### src/rtl/uart_pkg.sv
// Shared definitions for the UART TX arbiter: FSM state encoding and default byte width.
package uart_pkg;

  typedef enum logic [1:0] {
    ARB_IDLE = 2'd0,
    ARB_SEND = 2'd1,
    ARB_DONE = 2'd2
  } arb_state_e;

  localparam int DATA_UART_DEF = 8;

endpackage

### src/rtl/uart_tx_arbiter_if.sv
// Handshake bundle between the byte producers, the TX arbiter and the UART transmitter.
// The slave modport is the arbiter's view; master is the producers/transmitter view.
interface uart_tx_arbiter_if
  import uart_pkg::*;
#(
  parameter int NUM_REQ   = 4,
  parameter int DATA_UART = DATA_UART_DEF
);

  logic                           en_i;
  logic [NUM_REQ-1:0]             req_valid_i;
  logic [NUM_REQ*DATA_UART-1:0]   req_data_i;
  logic [NUM_REQ-1:0]             req_last_i;
  logic [NUM_REQ-1:0]             req_ready_o;
  logic [DATA_UART-1:0]           tx_data_o;
  logic                           tx_send_o;
  logic                           tx_busy_i;
  logic [NUM_REQ-1:0]             grant_o;
  logic                           busy_o;

  modport slave (
    input  en_i, req_valid_i, req_data_i, req_last_i, tx_busy_i,
    output req_ready_o, tx_data_o, tx_send_o, grant_o, busy_o
  );

  modport master (
    output en_i, req_valid_i, req_data_i, req_last_i, tx_busy_i,
    input  req_ready_o, tx_data_o, tx_send_o, grant_o, busy_o
  );

endinterface

### src/rtl/uart_rr_picker.sv
// Combinational round-robin picker: first set request strictly after ptr, wrapping at NUM_REQ-1.
module uart_rr_picker #(
  parameter int NUM_REQ = 4,
  parameter int IW      = $clog2(NUM_REQ)
) (
  input  logic [NUM_REQ-1:0] req,
  input  logic [IW-1:0]      ptr,
  output logic [NUM_REQ-1:0] grant,
  output logic [IW-1:0]      idx,
  output logic               found
);

  logic [IW-1:0] k;

  always_comb begin
    grant = '0;
    idx   = '0;
    found = 1'b0;
    k     = ptr;
    for (int i = 0; i < NUM_REQ; i++) begin
      k = (k == IW'(NUM_REQ - 1)) ? '0 : k + IW'(1);
      if (!found && req[k]) begin
        found    = 1'b1;
        idx      = k;
        grant[k] = 1'b1;
      end
    end
  end

endmodule

### src/rtl/uart_tx_arbiter.sv
// Round-robin arbiter sharing one UART transmitter between NUM_REQ byte producers.
// Optional packet lock is enabled by defining UART_TX_ARB_LOCK_EN.
module uart_tx_arbiter
  import uart_pkg::*;
#(
  parameter int NUM_REQ   = 4,
  parameter int DATA_UART = DATA_UART_DEF
) (
  input  logic              clk_i,
  input  logic              rst_i,
  uart_tx_arbiter_if.slave  bus
);

  localparam int IW = $clog2(NUM_REQ);

  arb_state_e             state_q;
  logic [IW-1:0]          last_q;
  logic [IW-1:0]          pick_idx;
  logic [NUM_REQ-1:0]     eligible;
  logic [NUM_REQ-1:0]     pick_grant;
  logic [NUM_REQ-1:0]     grant_q;
  logic                   pick_found;
  logic                   accept;
  logic [DATA_UART-1:0]   tx_data_q;
  logic [DATA_UART-1:0]   win_data;
  logic                   tx_send_q;

`ifdef UART_TX_ARB_LOCK_EN
  logic                   lock_q;
  logic [IW-1:0]          owner_q;

  // While a packet is open only its owner may compete.
  assign eligible = lock_q ? (bus.req_valid_i & (NUM_REQ'(1) << owner_q)) : bus.req_valid_i;
`else
  logic                   unused_last;

  assign unused_last = ^bus.req_last_i;
  assign eligible    = bus.req_valid_i;
`endif

  uart_rr_picker #(
    .NUM_REQ (NUM_REQ),
    .IW      (IW)
  ) u_picker (
    .req   (eligible),
    .ptr   (last_q),
    .grant (pick_grant),
    .idx   (pick_idx),
    .found (pick_found)
  );

  // A busy transmitter (including one held in reset) blocks acceptance.
  assign accept = (state_q == ARB_IDLE) && bus.en_i && !bus.tx_busy_i && pick_found;

  always_comb begin
    win_data = '0;
    for (int k = 0; k < NUM_REQ; k++) begin
      if (pick_idx == IW'(k)) win_data = bus.req_data_i[k*DATA_UART +: DATA_UART];
    end
  end

  always_ff @(posedge clk_i or posedge rst_i) begin
    if (rst_i) begin
      state_q   <= ARB_IDLE;
      tx_data_q <= '0;
      tx_send_q <= 1'b0;
      grant_q   <= '0;
      last_q    <= IW'(NUM_REQ - 1);
`ifdef UART_TX_ARB_LOCK_EN
      lock_q    <= 1'b0;
      owner_q   <= '0;
`endif
    end else begin
      case (state_q)
        ARB_IDLE: begin
          if (accept) begin
            tx_data_q <= win_data;
            tx_send_q <= 1'b1;
            grant_q   <= pick_grant;
            last_q    <= pick_idx;
            state_q   <= ARB_SEND;
`ifdef UART_TX_ARB_LOCK_EN
            if (bus.req_last_i[pick_idx]) begin
              lock_q  <= 1'b0;
            end else begin
              lock_q  <= 1'b1;
              owner_q <= pick_idx;
            end
`endif
          end
        end
        // Hold the send request, regardless of en_i, until the frame starts.
        ARB_SEND: begin
          if (bus.tx_busy_i) begin
            tx_send_q <= 1'b0;
            state_q   <= ARB_DONE;
          end
        end
        ARB_DONE: begin
          if (!bus.tx_busy_i) begin
            grant_q <= '0;
            state_q <= ARB_IDLE;
          end
        end
        default: state_q <= ARB_IDLE;
      endcase
    end
  end

  assign bus.req_ready_o = accept ? pick_grant : '0;
  assign bus.tx_data_o   = tx_data_q;
  assign bus.tx_send_o   = tx_send_q;
  assign bus.grant_o     = grant_q;
  assign bus.busy_o      = (state_q != ARB_IDLE);

endmodule

### src/flat_wrapper.sv
// flat-port wrapper written by rule: the top's interface ports become plain ports
module uart_tx_arbiter_flat import uart_pkg::*;
#(
  parameter int NUM_REQ   = 4,
  parameter int DATA_UART = DATA_UART_DEF
)
  (clk_i, rst_i, bus_en_i, bus_req_valid_i, bus_req_data_i, bus_req_last_i, bus_tx_busy_i, bus_req_ready_o, bus_tx_data_o, bus_tx_send_o, bus_grant_o, bus_busy_o);
  uart_tx_arbiter_if #(.NUM_REQ(NUM_REQ), .DATA_UART(DATA_UART)) bus_i ();
  input  logic clk_i;
  input  logic rst_i;
  input wire logic [$bits(bus_i.en_i)-1:0] bus_en_i;
  input wire logic [$bits(bus_i.req_valid_i)-1:0] bus_req_valid_i;
  input wire logic [$bits(bus_i.req_data_i)-1:0] bus_req_data_i;
  input wire logic [$bits(bus_i.req_last_i)-1:0] bus_req_last_i;
  input wire logic [$bits(bus_i.tx_busy_i)-1:0] bus_tx_busy_i;
  output wire logic [$bits(bus_i.req_ready_o)-1:0] bus_req_ready_o;
  output wire logic [$bits(bus_i.tx_data_o)-1:0] bus_tx_data_o;
  output wire logic [$bits(bus_i.tx_send_o)-1:0] bus_tx_send_o;
  output wire logic [$bits(bus_i.grant_o)-1:0] bus_grant_o;
  output wire logic [$bits(bus_i.busy_o)-1:0] bus_busy_o;
  assign bus_i.en_i = bus_en_i;
  assign bus_i.req_valid_i = bus_req_valid_i;
  assign bus_i.req_data_i = bus_req_data_i;
  assign bus_i.req_last_i = bus_req_last_i;
  assign bus_i.tx_busy_i = bus_tx_busy_i;
  assign bus_req_ready_o = bus_i.req_ready_o;
  assign bus_tx_data_o = bus_i.tx_data_o;
  assign bus_tx_send_o = bus_i.tx_send_o;
  assign bus_grant_o = bus_i.grant_o;
  assign bus_busy_o = bus_i.busy_o;
  uart_tx_arbiter #(.NUM_REQ(NUM_REQ), .DATA_UART(DATA_UART)) u_core (.clk_i(clk_i), .rst_i(rst_i), .bus(bus_i));
endmodule
### config.mk
export PLATFORM = sky130hd
export DESIGN_NAME = uart_tx_arbiter_flat
export DESIGN_NICKNAME = d
export VERILOG_FILES = /design/src/rtl/uart_pkg.sv /design/src/rtl/uart_tx_arbiter_if.sv /design/src/rtl/uart_rr_picker.sv /design/src/rtl/uart_tx_arbiter.sv /design/src/flat_wrapper.sv
export SDC_FILE = /design/constraint.sdc
export NUM_CORES = 1
export LEC_CHECK = 0
export ABC_AREA = 1
export BUFFER_PORTS_ARGS = -buffer_cell sky130_fd_sc_hd__clkbuf_2
export CORE_MARGIN = 5
export CORE_UTILIZATION = 50
export CTS_CLUSTER_DIAMETER = 30
export CTS_CLUSTER_SIZE = 24
export DETAILED_ROUTE_END_ITERATION = 7
export HOLD_SLACK_MARGIN = 0.08
export PLACE_DENSITY = 0.88
export RECOVER_POWER = 25
export SLEW_MARGIN = 25
export SYNTH_ARGS = -nofsm -noshare
export SYNTH_HDL_FRONTEND = slang
export SYNTH_SLANG_ARGS = --single-unit
### constraint.sdc
create_clock -name clk_i -period 5 [get_ports clk_i]
set_input_delay 1.25 -clock clk_i [delete_from_list [all_inputs] [get_ports clk_i]]
set_output_delay 1.25 -clock clk_i [all_outputs]
set_load 0.02 [all_outputs]
==> impl_metrics.ini <==
[setup_path]
cp_common_cell = sky130_fd_sc_hd__inv_4
crit_path_max_fanout = 16
r2r_cells = 13
critical_path.endpoint = bus_req_ready_o[0]
crit_type = flop to output port
critical_path.cell_chain = inv_4 -> ha_1 -> inv_2 -> nand3_2 -> nand2_2 -> inv_4 -> nand3_1 -> nor2_1 -> nor2_4 -> inv_1 -> a21oi_1 -> clkbuf_2
worst_setup_path_startpoint = u_core.last_q[0]
setup.reg_to_reg.worst_slack_ns = 1.89
critical_path.max_stage_delay_ns = 0.78
critPathRequiredTime_ns = 3.75
worst_r2r_startpoint = u_core.last_q[0]
crit_arrival_ns = 3.25
crit-reg2reg-capture = u_core.bus.tx_data_o[3]
startpoint_kind_of_the_worst_setup_timing_path = flop
timing.critical_path.slowest_stage_cell = sky130_fd_sc_hd__dfstp_2
setup.worst_path.end_class = output port

[power_and_ir_drop]
vdd.ir_drop.worst_v = 0.0003723
p_total_mw = 1.422
cellLeakagePower_nw = 1.093
power_density_mw_per_mm2 = 782.7

[routing]
detail_route.first_pass.iterations = 5
drc = 0
detailroute.via_count = 1614
detail_route.wl_per_cell_um = 11.77
final_wirelength_um = 3709
routed_via_density = 5.124
drt.antenna.violating_nets = 0
drt_iter0_markers = 71

[hold_path]
min_path_type = flop to flop

[global_route]
number_of_antenna_violations_at_the_first_check_in_global_routing = 0
groute.usage.overall_pct = 18.84
grt_max_degree = 21
gr-total-overflow = 0
grt_pass1_wl_um = 6334
grt_pass1_vias = 1537

[die]
rows = 20
starting_density_pct = 51.09
dieArea_mm2 = 0.004246
ioPinCount = 62
die-width_um = 65.16
placeableCoreArea_mm2 = 0.002978
dieHeight_um = 65.16

[final_layout]
finalCoreUtilization_pct = 61.01
fillers = 281
mostFrequentLayoutCell = sky130_fd_sc_hd__nand2_1
syn2layout_area_growth_pct = 19.41
final_layout_size_suffix_gt1_share_pct = 30.14
layout_common_cells = sky130_fd_sc_hd__nand2_1 (71), sky130_fd_sc_hd__clkbuf_2 (56), sky130_fd_sc_hd__inv_1 (33)
final_area_mm2 = 0.001817
diodes = 0
final_net_count = 335

[timing]
setup_viol = 0
finalWorstPathRequiredPeriod_ns = 4.499
tightestPinTransition_ns = 0.6275
finalMaxSlewViolations = 0
rsz0062_at_grt = no
fin_skew_ns = 0.002432
final_min_period_over_clock_period_pct = 89.98
finalSetupTns_ns = 0
max-slew-margin-rel_pct = 58.12
final_hold_viol_count = 0
fmax_ghz = 0.2223

[place]
buffer_ports.inserted = 57
dp_hpwl_um = 2955
area_after_detailed_placement_mm2 = 0.001785
globalplace.congestion = 0.8526

[synth]
postSynthAreaPerCell_um2 = 6.673
synthDistinctLibCells = 28
synth.net_count = 280
ys_warn_count = 0
cell_count_after_synthesis = 228
ys_seq_area_share_pct = 28.13
largest_area_contributor_in_the_netlist = sky130_fd_sc_hd__dfrtp_1
synth-seq-cells = 17
yosys-top-cells-area = sky130_fd_sc_hd__dfrtp_1 (25%), sky130_fd_sc_hd__nand2_1 (18%), sky130_fd_sc_hd__inv_1 (8.1%), sky130_fd_sc_hd__nand3_1 (7.9%), sky130_fd_sc_hd__ha_1 (6.6%)
netlist_area_mm2 = 0.001521
synth_top_cell_area_share_pct = 24.67

[clocking]
cts.sink_count = 17
postCtsSetupRepairBufs = 0
clock_latency_ns = 0.31
htreeDepth = 1
tritoncts.num_buffers = 3
clock_path_buffers = 2
clockRootBuffer = sky130_fd_sc_hd__clkbuf_4
clock_pin_slew_worst_setup_and_hold_paths_ns = 0.11
clock_tree_from_tritoncts = done

[job]
cap_viol_max_count = 0

[outcome]
status = finished clean
logic make-up (layout without fill, tap and decap cells):
group	Yosys count	count (layout)	synth area share, %
simple gates	130	130	41.20
buf+inv	45	99	13.82
fa+ha+maj	8	8	6.579
compound gates	28	28	10.28
flops	17	17	28.12
critical path: cells and delay by family (launching register included):
kind	cells	cell delay (ns)
AOI/OAI and AO/OA	1	0.24
adders and majority gates	1	0.41
buffers and inverters	5	0.86
DFF	1	0.78
and+or+nand+nor	5	0.66
sequential cells by signal, summed over array words and instances, names as in the netlist:
register / cells
u_core.bus.tx_send_o: 1
u_core.bus.grant_o: 4
u_core.last_q: 2
u_core.bus.tx_data_o: 8
u_core.state_q: 2
layout make-up:
type / count / area (µm²) / area share, %
clock inverter: 1 / 5.005 / 0.2755
tap: 33 / 41.29 / 2.273
inverter: 38 / 147.6 / 8.127
clock buffer: 3 / 22.52 / 1.240
timing repair buffer: 57 / 284.0 / 15.63
sequential: 17 / 427.9 / 23.55
multi-input combinational: 166 / 888.4 / 48.90
cells in the mapped netlist:
master,n
sky130_fd_sc_hd__nand3_2,4
sky130_fd_sc_hd__nand2_1,71
sky130_fd_sc_hd__o21ai_0,9
sky130_fd_sc_hd__nand3_1,24
sky130_fd_sc_hd__dfstp_2,2
sky130_fd_sc_hd__o221ai_1,1
sky130_fd_sc_hd__dfrtp_1,15
sky130_fd_sc_hd__a21oi_1,6
sky130_fd_sc_hd__nor2_8,1
sky130_fd_sc_hd__o22ai_1,2
sky130_fd_sc_hd__nor2_2,3
sky130_fd_sc_hd__nor2_1,6
sky130_fd_sc_hd__nand2_4,1
sky130_fd_sc_hd__inv_4,2
sky130_fd_sc_hd__a21oi_2,1
sky130_fd_sc_hd__o21ai_1,7
sky130_fd_sc_hd__o21bai_1,1
sky130_fd_sc_hd__ha_1,8
sky130_fd_sc_hd__buf_4,1
sky130_fd_sc_hd__buf_2,2
sky130_fd_sc_hd__nand4_1,10
sky130_fd_sc_hd__o21ai_2,1
sky130_fd_sc_hd__nand2_2,7
sky130_fd_sc_hd__or2_1,1
sky130_fd_sc_hd__inv_1,33
sky130_fd_sc_hd__inv_2,3
sky130_fd_sc_hd__nand3b_1,2
sky130_fd_sc_hd__buf_6,4
where the power goes:
| group | switching [mW] | internal [mW] |
|---|---|---|
| Sequential | 0.0534 | 0.201 |
| Combinational | 0.746 | 0.341 |
| Clock | 0.0504 | 0.0299 |
timing repair:
| item | in CTS | in global routing |
|---|---|---|
| setup endpoints to repair | 0 | 1 |
| gates resized for setup | 0 | 1 |
| hold buffers | 0 | 0 |
| hold endpoints to repair | 0 | 0 |
per-layer routing:
metal | vias to the layer above | GRT usage [%] | share of wire, % | routed length [µm]
met4 | 0 | 7.772 | 2.4 | 90
li1 | 840 | - | - | -
met1 | 705 | 23.33 | 42 | 1571
met3 | 9 | 3.590 | 6.8 | 252
met2 | 60 | 31.98 | 48 | 1794
met5 | - | 0 | 0 | 0
worst min path at each step:
stage | startpoint | endpoint | depth (start not counted)
3_5_place_dp | u_core.bus.tx_data_o[1] | u_core.bus.tx_data_o[1] | 2
5_1_grt | u_core.bus.tx_data_o[5] | u_core.bus.tx_data_o[5] | 2
2_1_floorplan | u_core.state_q[0] | u_core.state_q[1] | 3
3_3_place_gp | u_core.bus.tx_data_o[1] | u_core.bus.tx_data_o[1] | 2
6_report | u_core.bus.tx_data_o[1] | u_core.bus.tx_data_o[1] | 2
4_1_cts | u_core.bus.tx_data_o[1] | u_core.bus.tx_data_o[1] | 2
metrics by stage:
stage	setup WS, ns	instances	hold slack [ns]
3_5_place_dp	0.6129	311	0.4691
3_3_place_gp	0.6000	311	0.4666
2_1_floorplan	1.301	228	0.5284
6_report	0.5009	315	0.5010
4_1_cts	0.2787	315	0.4959
5_1_grt	0.1730	315	0.5246
Note: power is estimated with default switching activity, not from simulation.
